### config.mk
export PLATFORM = sky130hd
export DESIGN_NAME = csr_rmw_ctrl
export DESIGN_NICKNAME = d
export VERILOG_FILES = /design/src/rtl/csr_rmw_ctrl.sv
export SDC_FILE = /design/constraint.sdc
export NUM_CORES = 1
export LEC_CHECK = 0
export CAP_MARGIN = 10
export CORE_ASPECT_RATIO = 1.2
export CORE_UTILIZATION = 46
export CTS_BUF_LIST = sky130_fd_sc_hd__clkbuf_4 sky130_fd_sc_hd__clkbuf_8
export CTS_CLUSTER_SIZE = 10
export DETAILED_ROUTE_END_ITERATION = 8
export GPL_ROUTABILITY_DRIVEN = 0
export GPL_TIMING_DRIVEN = 1
export PLACE_DENSITY = 0.88
export SLEW_MARGIN = 20
export SYNTH_ARGS = -nofsm -noshare
export SYNTH_HDL_FRONTEND = slang
export SYNTH_SLANG_ARGS = --single-unit
### constraint.sdc
create_clock -name clk_i -period 5.65 [get_ports clk_i]
set_input_delay 1.695 -clock clk_i [delete_from_list [all_inputs] [get_ports clk_i]]
set_output_delay 1.695 -clock clk_i [all_outputs]
set_load 0.005 [all_outputs]
### src/rtl/csr_rmw_ctrl.sv
// Purpose: sequences Zicsr read-modify-write on the single CSR file port and gives trap writes priority.
// Latency: Zicsr accept T, read T+1, write/rd strobe T+2, idle T+3; trap writes take effect the same cycle from IDLE.
// Backpressure: req_ready_o/trap_ready_o low while busy; a trap beats a same-cycle request; a trap waits at most 2 cycles.
module csr_rmw_ctrl #(
    parameter int XLEN   = 32,
    parameter int ADDR_W = 12
) (
    input  logic              clk_i,
    input  logic              rst_n_i,
    input  logic              req_valid_i,
    input  logic [ADDR_W-1:0] req_addr_i,
    input  logic [1:0]        req_control_i,
    input  logic              req_src_i,
    input  logic [XLEN-1:0]   req_rs1_data_i,
    input  logic [4:0]        req_uimm_i,
    input  logic              req_zero_src_i,
    output logic              req_ready_o,
    output logic              busy_o,
    input  logic              flush_i,
    output logic              rd_valid_o,
    output logic [XLEN-1:0]   rd_data_o,
    input  logic              trap_valid_i,
    input  logic [ADDR_W-1:0] trap_addr_i,
    input  logic [XLEN-1:0]   trap_wdata_i,
    output logic              trap_ready_o,
    output logic [ADDR_W-1:0] csr_addr_o,
    output logic              csr_re_o,
    input  logic [XLEN-1:0]   csr_rdata_i,
    output logic              csr_we_o,
    output logic [XLEN-1:0]   csr_wdata_o
);

    // funct3[1:0] encodings and funct3[2] operand source
    localparam logic [1:0] CSR_NA    = 2'b00;
    localparam logic [1:0] CSR_PASS  = 2'b01;
    localparam logic [1:0] CSR_SET   = 2'b10;
    localparam logic [1:0] CSR_CLEAR = 2'b11;
    localparam logic       CSR_SRC_REG = 1'b0;
    localparam logic       CSR_SRC_IMM = 1'b1;

    typedef enum logic [1:0] {
        IDLE  = 2'd0,
        READ  = 2'd1,
        WRITE = 2'd2
    } state_t;

    state_t            state_q, state_d;
    logic [ADDR_W-1:0] addr_q, addr_d;
    logic [1:0]        ctrl_q, ctrl_d;
    logic [XLEN-1:0]   opnd_q, opnd_d;
    logic              zero_q, zero_d;
    logic [XLEN-1:0]   old_q, old_d;
    logic [XLEN-1:0]   req_opnd;

    // Select the request operand: rs1 data or zero-extended uimm
    always_comb begin
        req_opnd = req_rs1_data_i;
        case (req_src_i)
            CSR_SRC_REG: req_opnd = req_rs1_data_i;
            CSR_SRC_IMM: req_opnd = {{(XLEN-5){1'b0}}, req_uimm_i};
        endcase
    end

    // Next-state and port outputs; all outputs forced low while reset is held
    always_comb begin
        state_d      = state_q;
        addr_d       = addr_q;
        ctrl_d       = ctrl_q;
        opnd_d       = opnd_q;
        zero_d       = zero_q;
        old_d        = old_q;
        req_ready_o  = 1'b0;
        busy_o       = 1'b0;
        rd_valid_o   = 1'b0;
        rd_data_o    = '0;
        trap_ready_o = 1'b0;
        csr_addr_o   = '0;
        csr_re_o     = 1'b0;
        csr_we_o     = 1'b0;
        csr_wdata_o  = '0;
        case (state_q)
            IDLE: begin
                if (trap_valid_i) begin
                    // trap owns the port; the request waits for the next free IDLE cycle
                    csr_addr_o   = trap_addr_i;
                    csr_wdata_o  = trap_wdata_i;
                    csr_we_o     = 1'b1;
                    trap_ready_o = 1'b1;
                end else if (req_valid_i) begin
                    req_ready_o = 1'b1;
                    if (req_control_i != CSR_NA) begin
                        csr_re_o   = 1'b1;
                        csr_addr_o = req_addr_i;
                        addr_d     = req_addr_i;
                        ctrl_d     = req_control_i;
                        opnd_d     = req_opnd;
                        zero_d     = req_zero_src_i;
                        state_d    = READ;
                    end
                end
            end
            READ: begin
                busy_o  = 1'b1;
                old_d   = csr_rdata_i;
                state_d = flush_i ? IDLE : WRITE;
            end
            WRITE: begin
                // commit point: flush no longer has any effect here
                busy_o     = 1'b1;
                csr_addr_o = addr_q;
                rd_valid_o = 1'b1;
                rd_data_o  = old_q;
                case (ctrl_q)
                    CSR_SET:   csr_wdata_o = old_q | opnd_q;
                    CSR_CLEAR: csr_wdata_o = old_q & ~opnd_q;
                    CSR_PASS:  csr_wdata_o = opnd_q;
                    default:   csr_wdata_o = opnd_q;
                endcase
                // set/clear with a zero source are pure reads
                csr_we_o = !(((ctrl_q == CSR_SET) || (ctrl_q == CSR_CLEAR)) && zero_q);
                state_d  = IDLE;
            end
            default: state_d = IDLE;
        endcase
        if (!rst_n_i) begin
            req_ready_o  = 1'b0;
            busy_o       = 1'b0;
            rd_valid_o   = 1'b0;
            rd_data_o    = '0;
            trap_ready_o = 1'b0;
            csr_addr_o   = '0;
            csr_re_o     = 1'b0;
            csr_we_o     = 1'b0;
            csr_wdata_o  = '0;
        end
    end

    // State and latched request fields; reset aborts any sequence in flight
    always_ff @(posedge clk_i or negedge rst_n_i) begin
        if (!rst_n_i) begin
            state_q <= IDLE;
            addr_q  <= '0;
            ctrl_q  <= CSR_NA;
            opnd_q  <= '0;
            zero_q  <= 1'b0;
            old_q   <= '0;
        end else begin
            state_q <= state_d;
            addr_q  <= addr_d;
            ctrl_q  <= ctrl_d;
            opnd_q  <= opnd_d;
            zero_q  <= zero_d;
            old_q   <= old_d;
        end
    end

endmodule

* After elaboration in Yosys (flattened, before gate mapping)
Index checks and enable logic that the tools add are counted.
Word-level totals: flip-flop bits (word level) 81, input port bits 134, output and inout port bits 82, logic and storage cells 61
Cells by class: eq/ne operators 7, multiplexer cells 35, bitwise logic cells 5, reductions and logical operators 8
Operators by type and width (count):
- 32-bit case mux with 2 select lines | 3
- 32-bit two-way mux | 4
- 12-bit two-way mux | 4
- 32-bit AND | 1
- 32-bit NOT | 1
- 32-bit OR | 1
- 12-bit case mux with 2 select lines | 1
- 1-bit two-way mux | 17
- 2-bit two-way mux | 4
- 2-bit equality test, second input constant | 3
- 2-bit inequality test, second input constant | 3
- 2-bit case mux with 2 select lines | 1
- 4-bit AND reduction | 1
- 3-bit AND reduction | 1
- 2-bit by 1-bit equality test with 1-bit output, second input constant | 1
- 2-bit logical NOT | 1
- 1-bit NOT | 2
- 1-bit case mux with 2 select lines | 1
- 2-bit nonzero test | 1
- 2-bit OR reduction | 1
- 1-bit logical AND | 1
- 1-bit logical NOT | 1
- 1-bit logical OR | 1

* Logic depth before layout (Yosys ltp)
Gate-level depths: netlist of the first run.
depth in word-level cells 6, mapped depth 7, gate-level depth less buffers 5

* Least setup slack after synthesis of the first run
Ideal clock, no wire load.
kind input to output, start input port req_control_i[1], end output port csr_addr_o[10], data arrival time 2.545 ns, data required time 3.955 ns, setup slack 1.410 ns, stages on the path 4, path buffers 1, path through nor2_1 clkbuf_1 nor3_1 o21a_1
Between the ends: word-level cells in the longest chain between the ends 6
RTL lines:
- from (decl) | line 12 | input logic [1:0] req_control_i,
- 2-bit nonzero test | line 91 | if (req_control_i != CSR_NA) begin
- 12-bit two-way mux | line 91
- 12-bit two-way mux | line 89 | end else if (req_valid_i) begin
- 12-bit two-way mux | line 83 | if (trap_valid_i) begin
- 12-bit case mux with 2 select lines | line 81 | case (state_q)
- 12-bit two-way mux | line 125 | if (!rst_n_i) begin
- to (decl) | line 26 | output logic [ADDR_W-1:0] csr_addr_o,
Every way passes these cells.

* Worst setup path after layout of the first run
start input port trap_valid_i, end output port csr_addr_o[11]
Between the ends: word-level cells in the longest chain between the ends 3
RTL lines:
- from (decl) | line 22 | input logic trap_valid_i,
- 12-bit two-way mux | line 83
- 12-bit case mux with 2 select lines | line 81
- 12-bit two-way mux | line 125
Every way passes these cells.

==> impl_metrics.tcl, run 1 <==
set metrics [dict create \
    status "finished, final reports clean" \
    p_clk_frac 0.190 \
    synth_common_cells "dfrtp_1 (81), mux2_2 (54), a21o_1 (44), clkbuf_1 (38)" \
    layout_min_cycle_time_ps 5150 \
    synth_cells 435 \
    ys.flop_type "dfrtp_1" \
    yosysWarnings 0 \
    synth.largest_area_cell "dfrtp_1" \
    synth.distinct_cells 24 \
    finalHoldViolCount 0 \
    placement.io_buffers 215 \
    ctsHtreeMaxLevel 3 \
    startpoint_type "input pin" \
    crit_start "trap_valid_i" \
    pre_cts_ws_ps 521 \
    syn-cell-area_um2 4660 \
    p_comb_frac 0.430 \
    grt_pass1_vias 4663 \
    seqPwrFrac 0.380 \
    syn_avg_cell_area_um2 10.7 \
    fillers 670 \
    max-cap-violations 0 \
    overflow 0 \
    postLayoutCellArea_um2 7140 \
    cts.sinks 81 \
    total_leakage_power_nw 3.35 \
    clkTransAtPathRegs_ps 80 \
    timing.final.ws_setup_ps 497 \
    ys_ff_latch 81 \
    synth_fp_nets 572 \
    fin_crit_sh 0.912 \
    end_kind "output port" \
    num_vias 4354 \
    finalSetupViolCount 0 \
    tightest_slew_ps 1050 \
    timing.rr.start "state_q[1]$_DFFE_PN0P_" \
    power_mw 2.76 \
    critPathArrivalTime_ps 3460 \
    grt_max_degree 58 \
    irDropWorstVdd_mv 0.205 \
    wl_mm 14.5 \
    criticalPathCategory "in -> out" \
    n_antenna_cell 0 \
    switching_share 0.332 \
    drt_iter0_markers 220 \
    final_max_slew_viol_count 0 \
    dpl.cell_count 744 \
    rsz0062_at_grt "no" \
    p_sw_uw 918 \
    ant_nets 0 \
    numCtsBuffers 9 \
    row_count 39 \
    synth_area_leaders "dfrtp_1 (44%), mux2_2 (13%), a21o_1 (7.1%)" \
    post-route-util 0.739 \
    power_density_nw_per_um2 387 \
    synth_most_common_cell "dfrtp_1" \
    holdBufCountCts 0 \
    via_per_inst 5.73 \
    area_delta_synth_final_pct 53.2 \
    start_util 0.482 \
    dp_hpwl_mm 10.3 \
    fmax_mhz 194 \
    post_cts_resized 0 \
    tritoncts "built" \
    synth_top_area_share 0.435 \
    io_pins 216 \
    worstPathRequired_ps 3950 \
    synth-edff-count 0 \
    drive_gt1_frac 0.166 \
    slew_headroom 0.298 \
    whs_ps 488 \
    internal_power_mw 1.84 \
    clk_latency_ps 340 \
    dieArea_um2 10500 \
    tns_ps 0 \
    clock_skew_ps 6.76 \
    hold_path_startpoint "addr_q[10]$_DFFE_PN0P_" \
    layout.nets 769 \
    die_w_um 93.9 \
    final_cells 760 \
    drc_errors 0 \
    antenna_found_initial 0 \
    post_cts.repair.setup_buffers 0 \
    seq_area_frac_synth 0.435 \
    track_usage 0.283 \
    first_pass_iters 4 \
    cts_root_buffer "clkbuf_8" \
    wl_per_cell_um 19.1 \
    die_h_um 112 \
    ys_async_sr_fraction 1.00 \
    place_area_um2 6890 \
    clk_path_buf_depth 2 \
    hp-class "reg -> reg" \
    coreArea_um2 9660 \
    grt_pass1_wl_mm 23.1 \
    crit_fanout 12 \
]
-- power groups by stage --
stage          Sequential (mW)  Combinational (mW)  Clock, mW
5_1_grt                   1.08                1.28      0.551
4_1_cts                   1.05                1.20      0.529
3_3_place_gp              1.03                1.14          0
3_5_place_dp              1.06                1.19          0
6_report                  1.05                1.19      0.524
2_1_floorplan            0.991               0.758          0
-- placed cells by master (no fill, tap or decap), types with 2 or more instances in the layout --
master           Yosys  layout
clkdlybuf4s50_1      0     214
dfrtp_1             81      81
mux2_2              54      54
a21o_1              44      44
and3_1              33      33
a21oi_1             33      33
a211oi_1            31      31
nor2b_1             27      27
mux2_4              18      18
nand2_1             15      15
buf_4                0      14
nor3_1              13      13
a22o_1              13      13
o21a_1              12      12
clkbuf_8             0      10
and2_1               4       4
inv_1                3       3
bufinv_16            0       3
nor2_1               2       2
o21ai_0              2       2
ha_1                 3       2
-- layer usage --
metal / share of wire / vias to the layer above / GRT usage
met3: 0.057 / 38 / 0.0427
met5: 0 / - / 0
li1: - / 1971 / -
met2: 0.54 / 188 / 0.503
met4: 0.033 / 0 / 0.150
met1: 0.37 / 2157 / 0.324
-- kinds of logic after synthesis --
group,Yosys count,share of synthesized area
adders and majority gates,3,0.00806
and+or+nand+nor,97,0.120
buffers and inverters,46,0.0438
muxes,73,0.191
AOI/OAI and AO/OA,135,0.202
DFF,81,0.435
-- worst max-delay path, cell delays in order --
cell and delay (ps):
clkdlybuf4s50_1 500, and2_1 430, a22o_1 200, o21a_1 120
clkdlybuf4s50_1 510
-- final timing paths --
| kind | end | depth (start not counted) | slack (ps) |
|---|---|---|---|
| worst max-delay path | csr_addr_o[11] | 5 | 500 |
| worst min-delay path | addr_q[10]$_DFFE_PN0P_ | 1 | 490 |
| worst max register to register | opnd_q[28]$_DFFE_PN0P_ | 5 | 2880 |
| worst min register to register | addr_q[10]$_DFFE_PN0P_ | 1 | 490 |
| max in group asynchronous | opnd_q[26]$_DFFE_PN0P_ | 3 | 3760 |
| min in group asynchronous | old_q[8]$_DFFE_PN0P_ | 2 | 1380 |
-- state kept, by name, indices dropped and copies added, names as in the netlist --
signal / count
old_q: 32
opnd_q: 32
addr_q: 12
ctrl_q: 2
state_q: 2
zero_q: 1
-- final cells by class --
class / count / area [um^2] / area share
multi-input combinational: 308 / 2430 / 0.340
timing repair buffer: 229 / 2270 / 0.318
sequential: 81 / 2030 / 0.284
tap: 123 / 154 / 0.0216
clock buffer: 11 / 145 / 0.0203
clock inverter: 5 / 103 / 0.0144
inverter: 3 / 11.3 / 0.00158
Power figures use the tool's default switching activity.
==> run 2, diff against run 1 <==
--- a/config.mk
+++ b/config.mk
@@ -5,6 +5,7 @@
 export SDC_FILE = /design/constraint.sdc
 export NUM_CORES = 1
 export LEC_CHECK = 0
+export ABC_CLOCK_PERIOD_IN_PS = 5650
 export CAP_MARGIN = 10
 export CORE_ASPECT_RATIO = 1.2
 export CORE_UTILIZATION = 46
==> results of run 2 <==
No change in the layout: final DEF, timing and power equal those of run 1.
==> edit 1 (config.mk and constraints of run 2) <==
Take the reset off `addr_q` and load it in a clocked block of its own.
--- a/src/rtl/csr_rmw_ctrl.sv
+++ b/src/rtl/csr_rmw_ctrl.sv
@@ -141,3 +141,2 @@
             state_q <= IDLE;
-            addr_q  <= '0;
             ctrl_q  <= CSR_NA;
@@ -148,3 +147,2 @@
             state_q <= state_d;
-            addr_q  <= addr_d;
             ctrl_q  <= ctrl_d;
@@ -156,2 +154,6 @@
 
+    always_ff @(posedge clk_i) begin
+        addr_q <= addr_d;
+    end
+
 endmodule
Check against the original RTL: no difference found for any inputs over 4 cycles, from zero or initial values and one cycle with rst_n_i low; that may be too few to reach the edited logic, so the function may still have changed.
==> edit 1 against run 2 <==
Routed wire length down 9.1%; sequential share of layout area up 2.1 points; first-iteration DRC count down 13%; worst setup slack worse by 39 ps; worst hold slack better by 22 ps; combinational power down 13%; total power down 12%; sequential cell count unchanged; critical path type unchanged; cell area down 4.0%; global-route usage down 1.5 points; die area down 4.2%; fmax down 0.75%; area after synthesis down 4.3%; highest routed layer unchanged.
==> edit 1: results (changes against run 2) <==
* Layout cells sized above 1 at 0.168 (was 0.166)
* Max VDD drop at 0.000204 V (was 0.000205 V)
* Clock Skew at 4.38 ps (was 6.76 ps)
* Adder-cell share of the synthesized area at 0.00842 (was 0.00806)
* Crit path to: csr_wdata_o[30] (was csr_addr_o[11])
* Worst Path Arrival at 3500 ps (was 3460 ps)
* Post-route insts no fill at 724 (was 760)
* Reg2reg end: opnd_q[20]$_DFFE_PN0P_ (was opnd_q[28]$_DFFE_PN0P_)
* Average via count per standard cell at 5.50 (was 5.73)
* Worst r2r src: state_q[0]$_DFFE_PN0P_ (was state_q[1]$_DFFE_PN0P_)
* Worst Path Max Fanout at 18 (was 12)
* First-pass GRT wire length at 20400 um (was 23100 um)
* Placed insts at 708 (was 744)
* Vias in the first global route at 3996 (was 4663)
* Minimum clock period at 5190 ps (was 5150 ps)
* Synthesized Nets at 529 (was 572)
* Synth cell types at 28 (was 24)
* Fill count at 685 (was 670)
* Placed instance area at 0.00667 mm^2 (was 0.00689 mm^2)
* DRT Wirelength at 13200 um (was 14500 um)
* Commonest cells post-synth: mux2_2 (72), dfrtp_1 (69), a21oi_1 (33), and3_1 (33), a21o_1 (32) (was dfrtp_1 (81), mux2_2 (54), a21o_1 (44))
* Fin nets at 733 (was 769)
* Worst Hold Launch: zero_q$_DFFE_PN0P_ (was addr_q[10]$_DFFE_PN0P_)
* Total GRT Usage at 0.268 (was 0.283)
* Status: complete, no violations (unchanged)
* Wire length on met3 at 855 um (was 836 um)
* Seq/Total Area, Yosys at 0.468 (was 0.435)
* DP Worst Slack at 454 ps (was 521 ps)
* CP peak stage delay at 490 ps (was 510 ps)
* Syn avg cell area at 11.4 um^2 (was 10.7 um^2)
* Multiplexer share of the synthesized area at 0.184 (was 0.191)
* Compound-Gate Fraction of Synth Area at 0.175 (was 0.202)
* Hpwl dp at 9560 um (was 10300 um)
==> edit 1: cell count changes after synthesis, sizes merged, moves of 10 or more <==
cell | before | now
o21a | 12 | 1
a22o | 13 | 1
dfrtp | 81 | 69
nor3 | 13 | 1
clkbuf | 38 | 15
nand2 | 15 | 3
a21o | 44 | 32
a221o | 0 | 12
edfxtp | 0 | 12
buf | 5 | 19
and2 | 4 | 14
==> edit 1: cells by family (layout without fill, tap and decap cells) <==
logic type	after synthesis	after routing
AO/OA/AOI/OAI	111	111
AND/OR/NAND/NOR	86	86
flip-flops	81	81
multiplexers	73	73
buffers and inverters	38	247
adder cells (fa/ha/maj)	3	3
==> edit 1: final cells by class <==
cell class,instances,area [um^2],share of cell area
repair buffers,227,2240,0.327
multi-input cells,273,2170,0.317
flip-flops and latches,81,2090,0.305
well taps,123,154,0.0225
clock buffers,10,131,0.0192
clock inverters,6,48.8,0.00713
inverters,4,15.0,0.00219
==> edit 1: per-stage QoR <==
stage / utilization / hold WS, ps / total power [uW]
6_report: 0.723 / 510 / 2440
5_1_grt: 0.723 / 539 / 2610
4_1_cts: 0.723 / 513 / 2460
3_5_place_dp: 0.704 / 496 / 2050
3_3_place_gp: 0.704 / 482 / 2000
2_1_floorplan: - / 471 / 1610
==> edit 1: per-layer routing <==
metal / track usage / vias up
met5: 0 / -
met4: 0.125 / 0
met1: 0.311 / 1937
met3: 0.0526 / 22
met2: 0.479 / 168
li1: - / 1856
==> edit 1: power by group <==
part           internal (uW)  total (uW)  switching [uW]
clock                    202         403             201
combinational            603        1040             434
sequential               833        1000             171
==> edit 1: worst max-delay path, delay by kind of cell <==
kind | cells | cell delay (ps)
AOI/OAI and AO/OA | 1 | 170
buffers and inverters | 3 | 1260
and+or+nand+nor | 1 | 360
==> edit 2 (flow settings as in run 2) <==
Made on the original files. The parameter `XLEN` goes from 32 to 48.
--- a/src/rtl/csr_rmw_ctrl.sv
+++ b/src/rtl/csr_rmw_ctrl.sv
@@ -4,3 +4,3 @@
 module csr_rmw_ctrl #(
-    parameter int XLEN   = 32,
+    parameter int XLEN   = 48,
     parameter int ADDR_W = 12
Ports: changed (5 resized); port bits go from 216 to 296. The function was not compared with the original's and may differ.
==> edit 2 against run 2 <==
Cell area grew 40%; total power grew 46%; largest power group unchanged; worst setup slack worse by 35 ps; non-clock buffer count grew 78; utilization down 1.4 points; clock skew increased by 3.8 ps; highest routed layer unchanged; combinational power increased by 40%; area after synthesis grew 41%; global-route usage increased by 0.34 points; routed wire length is 44% higher; count of clock-buffer cells in the layout is 10 higher; sequential cell count increased by 32.
==> edit 2: results (changes against run 2) <==
* Status: complete, no violations (unchanged)
* DR iter-0 viols at 402 (was 220)
* Synthesized Nets at 779 (was 572)
* Initial antenna violation count at 1 (was 0)
* Hpwl dp at 14700 um (was 10300 um)
* Final instance area at 0.0100 mm^2 (was 0.00714 mm^2)
* Final worst slack at 462 ps (was 497 ps)
* Wire length on met3 at 1440 um (was 836 um)
* GR Layer Usage met3 at 0.0692 (was 0.0427)
* H-tree Lvls at 4 (was 3)
* GRT met1 Usage at 0.339 (was 0.324)
* Compound-Gate Fraction of Synth Area at 0.193 (was 0.202)
* Worst-Skew Late Latency at 430 ps (was 340 ps)
* Worst r2r src: state_q[0]$_DFFE_PN0P_ (was state_q[1]$_DFFE_PN0P_)
* Sequential Power at 1490 uW (was 1050 uW)
* Hold EP: addr_q[2]$_DFFE_PN0P_ (was addr_q[10]$_DFFE_PN0P_)
* Synth cell types at 26 (was 24)
* Clock Skew at 10.5 ps (was 6.76 ps)
* Global Route met2 Usage at 0.492 (was 0.503)
* DRT met1 WL at 8270 um (was 5440 um)
* Placed instance area at 0.00955 mm^2 (was 0.00689 mm^2)
* Drt wl/cell at 20.1 um (was 19.1 um)
* Max VDD drop at 0.000246 V (was 0.000205 V)
* Total GRT Usage at 0.287 (was 0.283)
* Layout cells sized above 1 at 0.181 (was 0.166)
* Worst Path Arrival at 3490 ps (was 3460 ps)
* Commonest cells post-synth: dfrtp_1 (113), a21o_1 (60), mux2_2 (56) (was dfrtp_1 (81), mux2_2 (54), a21o_1 (44))
* Drt pass-1 iters at 5 (was 4)
* Vias in the first global route at 6225 (was 4663)
* Multiplexer share of the synthesized area at 0.208 (was 0.191)
* Met2 Wirelength at 10500 um (was 7780 um)
* Worst hold slack at 487 ps (was 488 ps)
* Biggest regs: old_q x48, opnd_q x48, addr_q x12 (was old_q x32, opnd_q x32, addr_q x12)
* Fin nets at 1047 (was 769)
* Combinational gate power at 1670 uW (was 1190 uW)
* DP Worst Slack at 481 ps (was 521 ps)
* Synth area leaders: dfrtp_1 (43%), mux2_4 (11%), mux2_2 (9.6%), a21o_1 (6.9%), a211oi_1 (5.4%) (was dfrtp_1 (44%), mux2_2 (13%), a21o_1 (7.1%), mux2_4 (5.8%), a211oi_1 (5.0%))
* Routed via count at 6014 (was 4354)
* Root Buffer: clkbuf_8 (unchanged)
* Leak pwr at 0.00474 uW (was 0.00335 uW)
* Worst Hold Launch: addr_q[2]$_DFFE_PN0P_ (was addr_q[10]$_DFFE_PN0P_)
* Fill count at 931 (was 670)
* TritonCTS Buffers at 17 (was 9)
* PortBufs at 295 (was 215)
* Crit path to: csr_addr_o[3] (was csr_addr_o[11])
* Switching Share at 0.335 (was 0.332)
* Worst-Margin Slew at 1090 ps (was 1050 ps)
* Seq/Total Area, Yosys at 0.432 (was 0.435)
* Pin count of the biggest net entering global routing at 97 (was 58)
* Adder-cell share of the synthesized area at 0.00573 (was 0.00806)
* First-pass GRT wire length at 33200 um (was 23100 um)
* Reg2reg end: opnd_q[37]$_DFFE_PN0P_ (was opnd_q[28]$_DFFE_PN0P_)
edit 2: area by class of cell:
cell class                 instances  area share
antenna                            1    0.000250
tap                              171      0.0214
inverter                           3     0.00112
multi-input combinational        420       0.343
clock buffer                      21      0.0282
sequential                       113       0.283
timing repair buffer             307       0.306
clock inverter                    11      0.0176
edit 2: cell families (layout without fill, tap and decap cells):
family                     after synthesis  in the layout
adders and majority gates                3              3
buffers and inverters                   61            342
AOI/OAI and AO/OA                      183            183
and+or+nand+nor                        129            129
muxes                                  105            105
DFF                                    113            113
other                                    0              1
edit 2: metrics by stage:
step | cells | power (uW)
5_1_grt | 1047 | 4250
4_1_cts | 1046 | 4040
3_5_place_dp | 1014 | 3150
2_1_floorplan | 594 | 2480
6_report | 1047 | 4030
3_3_place_gp | 1014 | 3080
edit 2: worst max-delay path: stages:
cell	delay, ps
clkdlybuf4s50_1	520
and2_1	420
a22o_1	210
o21a_1	110
clkdlybuf4s50_1	520
